===== src/rtl/synth_meas_pkg.sv =====
// Shared definitions for the synthesizer loopback measurement path.
package synth_meas_pkg;
  localparam logic [11:0] MIDSCALE  = 12'd2048;
  localparam int          CNT_W_DEF = 20;
  localparam int          ZC_W_DEF  = 16;

  typedef enum logic [1:0] {
    ST_IDLE,
    ST_WAIT,
    ST_PULSE,
    ST_REPORT
  } state_e;
endpackage


===== src/rtl/envelope_detector.sv =====
// Input register plus amplitude-threshold and upward-midscale-crossing flags.
// All outputs describe the registered sample (one cycle behind the input).
module envelope_detector
  import synth_meas_pkg::*;
(
  input  logic        i_clk,
  input  logic        i_rst_n,
  input  logic        i_valid,
  input  logic [11:0] i_sample,
  input  logic [10:0] i_threshold,
  output logic        o_valid,
  output logic        o_active,
  output logic        o_sign,
  output logic        o_rise
);
  logic [11:0] r_sample;
  logic        r_valid;
  logic        r_prev_sign;
  logic        w_sign;
  logic [11:0] w_diff;
  logic [10:0] w_abs;

  always_ff @(posedge i_clk or negedge i_rst_n) begin
    if (!i_rst_n) begin
      r_sample    <= MIDSCALE;
      r_valid     <= 1'b0;
      r_prev_sign <= 1'b0;
    end else begin
      r_valid <= i_valid;
      if (i_valid) r_sample <= i_sample;
      if (r_valid) r_prev_sign <= w_sign;
    end
  end

  // Sample 0 is 2048 below midscale, which does not fit in 11 bits.
  always_comb begin
    w_sign = (r_sample >= MIDSCALE);
    w_diff = w_sign ? (r_sample - MIDSCALE) : (MIDSCALE - r_sample);
    w_abs  = w_diff[11] ? 11'h7FF : w_diff[10:0];
  end

  assign o_valid  = r_valid;
  assign o_sign   = w_sign;
  assign o_active = (w_abs > i_threshold);
  assign o_rise   = r_valid & w_sign & ~r_prev_sign;
endmodule


===== src/rtl/pulse_analyzer.sv =====
// Pulse detector: measures width, start-to-start period and carrier cycles of
// each pulse in an armed burst and hands reports out on a valid/ready port.
module pulse_analyzer
  import synth_meas_pkg::*;
#(
  parameter int CNT_W   = CNT_W_DEF,
  parameter int ZC_W    = ZC_W_DEF,
  parameter int GAP_LEN = 16
) (
  input  logic             i_clk,
  input  logic             i_rst_n,
  input  logic             i_arm,
  input  logic [4:0]       i_num_of_imp,
  input  logic [10:0]      i_threshold,
  input  logic             i_sample_valid,
  input  logic [11:0]      i_sample_in,
  output logic             o_report_valid,
  input  logic             i_report_ready,
  output logic [CNT_W-1:0] o_meas_width,
  output logic [CNT_W-1:0] o_meas_period,
  output logic [ZC_W-1:0]  o_meas_cycles,
  output logic [4:0]       o_meas_index,
  output logic             o_busy,
  output logic             o_done,
  output logic             o_overrun
);
  function automatic logic [CNT_W-1:0] inc_c(input logic [CNT_W-1:0] x);
    return (&x) ? x : x + 1'b1;
  endfunction

  function automatic logic [ZC_W-1:0] inc_z(input logic [ZC_W-1:0] x);
    return (&x) ? x : x + 1'b1;
  endfunction

  logic w_v, w_act, w_sign, w_rise;

  envelope_detector u_env (
    .i_clk       (i_clk),
    .i_rst_n     (i_rst_n),
    .i_valid     (i_sample_valid),
    .i_sample    (i_sample_in),
    .i_threshold (i_threshold),
    .o_valid     (w_v),
    .o_active    (w_act),
    .o_sign      (w_sign),
    .o_rise      (w_rise)
  );

  state_e           r_state, w_state_n;
  logic [4:0]       r_num, r_idx;
  logic             r_first, r_in_pulse;
  logic [CNT_W-1:0] r_pcnt, r_per, r_width, r_len, r_gap;
  logic [ZC_W-1:0]  r_cyc;

  logic             w_start, w_track, w_done_pulse, w_accept, w_last;
  logic             w_load, w_ovr_set;
  logic [CNT_W-1:0] w_len_n, w_gap_n;
  logic [ZC_W-1:0]  w_cyc_n;

  // A pulse can begin in REPORT too; it is tracked in the background.
  always_comb begin
    w_start      = w_v & w_act &
                   ((r_state == ST_WAIT) | ((r_state == ST_REPORT) & ~r_in_pulse));
    w_track      = (r_state == ST_PULSE) | ((r_state == ST_REPORT) & r_in_pulse);
    w_len_n      = inc_c(r_len);
    w_gap_n      = inc_c(r_gap);
    w_cyc_n      = w_rise ? inc_z(r_cyc) : r_cyc;
    w_done_pulse = w_track & w_v & ~w_act & (w_gap_n == CNT_W'(GAP_LEN));
    w_accept     = o_report_valid & i_report_ready;
    w_last       = w_accept & (r_idx == (r_num - 5'd1));
    w_load       = ((r_state == ST_PULSE) & w_done_pulse) |
                   (w_accept & ~w_last & w_done_pulse);
    w_ovr_set    = (r_state == ST_REPORT) & ~w_accept & w_done_pulse;
  end

  always_comb begin
    w_state_n = r_state;
    unique case (r_state)
      ST_IDLE:   w_state_n = ST_IDLE;
      ST_WAIT:   if (w_start) w_state_n = ST_PULSE;
      ST_PULSE:  if (w_done_pulse) w_state_n = ST_REPORT;
      ST_REPORT: begin
        if (w_accept) begin
          if (w_last)                      w_state_n = ST_IDLE;
          else if (w_done_pulse)           w_state_n = ST_REPORT;
          else if (r_in_pulse || w_start)  w_state_n = ST_PULSE;
          else                             w_state_n = ST_WAIT;
        end
      end
      default:   w_state_n = ST_IDLE;
    endcase
    if (i_arm) w_state_n = ST_WAIT;
  end

  always_ff @(posedge i_clk or negedge i_rst_n) begin
    if (!i_rst_n) r_state <= ST_IDLE;
    else          r_state <= w_state_n;
  end

  always_ff @(posedge i_clk or negedge i_rst_n) begin
    if (!i_rst_n) begin
      r_num          <= '0;
      r_idx          <= '0;
      r_first        <= 1'b0;
      r_in_pulse     <= 1'b0;
      r_pcnt         <= '0;
      r_per          <= '0;
      r_width        <= '0;
      r_len          <= '0;
      r_gap          <= '0;
      r_cyc          <= '0;
      o_report_valid <= 1'b0;
      o_meas_width   <= '0;
      o_meas_period  <= '0;
      o_meas_cycles  <= '0;
      o_meas_index   <= '0;
      o_done         <= 1'b0;
      o_overrun      <= 1'b0;
    end else if (i_arm) begin
      r_num          <= i_num_of_imp;
      r_idx          <= '0;
      r_first        <= 1'b1;
      r_in_pulse     <= 1'b0;
      r_pcnt         <= '0;
      o_report_valid <= 1'b0;
      o_done         <= 1'b0;
      o_overrun      <= 1'b0;
    end else begin
      if ((r_state != ST_IDLE) && w_v)
        r_pcnt <= w_start ? CNT_W'(1) : inc_c(r_pcnt);

      if (w_start) begin
        r_per   <= r_first ? '0 : r_pcnt;
        r_first <= 1'b0;
        r_width <= CNT_W'(1);
        r_len   <= CNT_W'(1);
        r_cyc   <= '0;
        r_gap   <= '0;
      end else if (w_track && w_v) begin
        r_len <= w_len_n;
        r_cyc <= w_cyc_n;
        if (w_act) begin
          r_gap   <= '0;
          r_width <= w_len_n;
        end else begin
          r_gap <= w_gap_n;
        end
      end

      if ((r_state == ST_REPORT) && w_start && !w_accept) r_in_pulse <= 1'b1;
      else if (w_done_pulse || w_accept)                  r_in_pulse <= 1'b0;

      // Trailing quiet samples never move width, so r_width is final here.
      if (w_load) begin
        o_report_valid <= 1'b1;
        o_meas_width   <= r_width;
        o_meas_period  <= r_per;
        o_meas_cycles  <= w_cyc_n;
        o_meas_index   <= w_accept ? (r_idx + 5'd1) : r_idx;
      end else if (w_accept) begin
        o_report_valid <= 1'b0;
      end

      if (w_accept)  r_idx     <= r_idx + 5'd1;
      if (w_last)    o_done    <= 1'b1;
      if (w_ovr_set) o_overrun <= 1'b1;
    end
  end

  assign o_busy = (r_state != ST_IDLE);
endmodule


===== config.mk =====
export PLATFORM = sky130hd
export DESIGN_NAME = pulse_analyzer
export DESIGN_NICKNAME = d
export VERILOG_FILES = /design/src/rtl/synth_meas_pkg.sv /design/src/rtl/envelope_detector.sv /design/src/rtl/pulse_analyzer.sv
export SDC_FILE = /design/constraint.sdc
export NUM_CORES = 1
export LEC_CHECK = 0
export ABC_CLOCK_PERIOD_IN_PS = 6010
export BUFFER_PORTS_ARGS = -buffer_cell sky130_fd_sc_hd__buf_2
export CAP_MARGIN = 20
export CORE_MARGIN = 3
export CORE_UTILIZATION = 25
export CTS_CLUSTER_SIZE = 24
export DETAILED_ROUTE_END_ITERATION = 8
export SLEW_MARGIN = 20
export SYNTH_ARGS = -nofsm -noshare
export SYNTH_HDL_FRONTEND = slang
export SYNTH_SLANG_ARGS = --single-unit

===== constraint.sdc =====
create_clock -name i_clk -period 6.01 [get_ports i_clk]
set_input_delay 1.5025 -clock i_clk [delete_from_list [all_inputs] [get_ports i_clk]]
set_output_delay 1.5025 -clock i_clk [all_outputs]
set_load 0.1 [all_outputs]

==> results.md <==
* Worst Slack Setup Final at 0.9171 ns
* Post-synthesis sequential area ratio at 47.47%
* Status: finished clean
* Hold Path Cell Cnt at 2
* Slew margin rel. at 39.05%
* Netlist cell types at 65
* DRT iter0 DRCs at 669
* Initial antenna violation count at 0
* Cts bufs inserted at 24
* Gpl congestion at 0.8938
* CTS tree: yes
* Max cap viols at 0
* Syn nets at 1157
* Peak VDD IR at 168.5 uV
* Clock power frac at 42.7%
* Largest net degree at the start of global routing at 108
* Nets at 1232
* Global route total overflow at 0
* WHS Endpoint: r_per[0]$_DFFE_PN0P_
* Wire per inst at 15.34 um
* RSZ-0062 raised after global routing: no
* Placed cells at 1740
* Worst r2r path cells at 16
* Switching Fraction at 28.07%
* Sink Count at 208
* Period utilisation layout at 84.74%
* Clock Tree Buf Depth at 3
* Fraction of layout cells with a size suffix above 1 at 19.53%
* Final Max Slew Viols at 0
* Total track usage at 11.48%
* F_max at 0.1964 GHz
* Die area at 46420 um2
* CTS H-tree lvls at 1
* Layout Cells excl Fill at 1783
* Drt pass-1 iters at 5
* Combinational power share at 12.9%
* FF/Latch Area at 5206 um2
* Number of flops mapped to enable cells by yosys at 0
* Syn. warnings at 0
* Worst Path Required at 6.42 ns
* Fillers at 4526
* Register bit total from synthesis at 208
* Hold_buf cts at 0
* Starting density of the core at 25.41%
* Setup slack at placement at 0.9141 ns
* Class of the worst hold path: reg2reg
* Reg clk slew, reported paths at 0.06 ns
* RR Endpoint: o_meas_period[9]$_DFFE_PN0P_
* Critical path fanouts, max at 44
* Sequential share of power at 44.4%
* Ports at 98
* Crit. End Element: register
* First-pass GRT wire length at 44500 um
* Final setup fails at 0
* Vias in the first global route at 8230
* Syn Inst Count at 1106
* Vias at 8433
* Dpl hpwl at 19030 um
* Final Hold Violating Endpoints at 0
* Port bufs at 97
* FFs w/ async S/R, synth at 100.0%
* Cell-internal power at 2.575 mW
* Hold_sp: r_per[0]$_DFFE_PN0P_
* Setup_tns at 0 ns
* Synth top area share at 47.23%
* Crit path launch type: register
* Worst R2R Start: u_env.r_sample[3]$_DFFE_PN0P_
* Core Box Area at 43170 um2
* Area delta synth->final at 17.52%
* Die Span Y at 215.5 um
* Synth Flop Type: dfrtp_1
* Power per cell area at 277.8 nW/um2
* Die width at 215.5 um
* Leading area contributor after synthesis: dfrtp_1
* Reg2Reg Setup Slack at 0.92 ns
* Via density at 4.730
* # DRC at 0
* Final Skew at 0.01123 ns
* Synth area leaders: dfrtp_1 (47%), mux2_4 (7.3%), nand2_1 (5.5%)
* Mean post-synth cell area at 9.917 um2
* Lkg Pwr at 6.048 nW
* Detailed Route WL at 27350 um
* Post-Syn Area at 10970 um2
* Clk root buf: clkbuf_16
* # diodes at 0
* Post-CTS Setup Repair Bufs at 0
* Clk_lat worst skew at 0.53 ns
* CP Class: reg2reg
* Multi-input logic area at 5363 um2
* Cts repair resizes at 0
* Min Clock Period, post-route at 5.093 ns
* FP Rows at 76
* CP arrival at 5.50 ns
* Worst slew pin tran at 0.8913 ns
* DRT antenna net count at 0
* Switch Pwr at 1.005 mW
## worst max path at each step
| stage | startpoint | end | slack, ns | cells past startpoint |
|---|---|---|---|---|
| floorplan | u_env.r_sample[4]$_DFFE_PN0P_ | o_meas_cycles[0]$_DFFE_PN0P_ | 1.82 | 15 |
| finish | u_env.r_sample[3]$_DFFE_PN0P_ | o_meas_period[9]$_DFFE_PN0P_ | 0.92 | 16 |
| global route | u_env.r_sample[3]$_DFFE_PN0P_ | o_meas_period[1]$_DFFE_PN0P_ | 0.35 | 16 |
| global placement | u_env.r_sample[4]$_DFFE_PN0P_ | o_meas_period[3]$_DFFE_PN0P_ | 1.07 | 16 |
| detailed placement | u_env.r_sample[3]$_DFFE_PN0P_ | o_meas_width[17]$_DFFE_PN0P_ | 0.91 | 16 |
| CTS | u_env.r_sample[3]$_DFFE_PN0P_ | o_meas_period[9]$_DFFE_PN0P_ | 0.88 | 16 |
## cells in the final DEF, fill, tap and decap left out, types with 17 or more instances in the layout
cell	n
nand4_1	18
xor2_1	34
nand3_1	38
and3_1	18
nor3_1	19
xnor2_1	28
mux2_4	53
clkbuf_16	24
mux2_2	17
nand3b_1	22
ha_1	18
o31ai_1	28
nor2_1	71
buf_2	96
inv_1	31
nand2_1	162
o21ai_0	73
dfrtp_1	207
a21oi_1	56
## power by group through the flow
| stage | clock network [mW] | logic, mW | registers (mW) |
|---|---|---|---|
| after CTS | 1.58 | 0.469 | 1.59 |
| after detailed placement | 0 | 0.468 | 1.61 |
| after global placement | 0 | 0.459 | 1.61 |
| after global routing | 1.64 | 0.519 | 1.60 |
| final | 1.53 | 0.462 | 1.59 |
| after floorplan | 0 | 0.365 | 1.54 |
## cells by family (layout without fill, tap and decap cells)
kind of cell | count (synthesis) | after routing | synth area share (%)
AO/OA/AOI/OAI | 229 | 229 | 12.97
XOR/XNOR | 62 | 62 | 4.951
adder cells (fa/ha/maj) | 18 | 18 | 2.053
buffers and inverters | 95 | 187 | 3.742
flip-flops | 208 | 208 | 47.47
multiplexers | 86 | 86 | 10.46
AND/OR/NAND/NOR | 408 | 408 | 18.36
## metrics by stage
step	power, mW	hold WS, ns	cell area, um2	util, %
2_1_floorplan	1.910	0.4348	10970	-
3_3_place_gp	2.067	0.4519	12060	27.93
3_5_place_dp	2.079	0.4603	12060	27.93
4_1_cts	3.630	0.4704	12890	29.86
5_1_grt	3.757	0.4983	12890	29.86
6_report	3.580	0.4649	12890	29.86
## per-layer routing
| metal | share of wire [%] | wire length [um] | global-route usage (%) |
|---|---|---|---|
| met1 | 48 | 13080 | 16.03 |
| met2 | 46 | 12480 | 18.45 |
| met3 | 3.8 | 1031 | 1.816 |
| met4 | 2.8 | 755 | 3.305 |
| met5 | 0 | 0 | 0 |
## cells in the mapped netlist, types with 3 or more instances
library cell / instances
nor4_1: 5
mux2i_1: 16
ha_1: 18
xnor2_1: 28
and3_1: 18
a21o_1: 3
nor2_1: 73
nand3b_1: 22
o22ai_1: 4
mux2_2: 17
nand2_1: 162
a31oi_1: 13
or3_1: 3
o31ai_1: 28
or4_1: 3
and2_1: 11
nand3_1: 38
nor2b_1: 3
o41ai_1: 3
buf_6: 6
nor3_1: 19
o211ai_1: 6
o21ai_0: 73
dfrtp_1: 207
o2111ai_1: 11
clkbuf_1: 50
a311oi_1: 5
inv_1: 31
nand4_1: 18
a21oi_1: 56
and4_1: 10
o21a_1: 7
buf_2: 6
xor2_1: 34
nand2b_1: 8
mux2_4: 53
## final cells by class
type                            count  share of cell area, %
Clock inverter                     10                  1.155
Timing Repair Buffer              113                  4.960
Inverter                           31                 0.9027
Tap cell                          585                  5.678
Multi-Input combinational cell    803                  41.60
Clock buffer                       33                  5.310
Sequential cell                   208                  40.39
## flip-flops by register name (all words and copies together) (netlist names), 12 cells and up
| name | count |
|---|---|
| r_pcnt | 20 |
| r_per | 20 |
| r_width | 20 |
| o_meas_period | 20 |
| r_len | 20 |
| o_meas_width | 20 |
| r_cyc | 16 |
| u_env.r_sample | 12 |
| r_gap | 20 |
| o_meas_cycles | 16 |
## worst max-delay path, stage by stage (launching register included)
cell and delay (ns):
dfrtp_1 0.41, nor3_1 0.30, nand2_1 0.14, nor4_1 0.51, nand3_1 0.39, nand2_1 0.17, ha_1 0.26, a211o_1 0.27
a21oi_1 0.11, o211ai_1 0.20, o21ai_1 0.17, buf_4 0.18, o2111ai_1 0.16, nor4_4 0.53, nand3_4 0.40, buf_12 0.39
mux2_4 0.34
(Power assumes the default switching activity.)
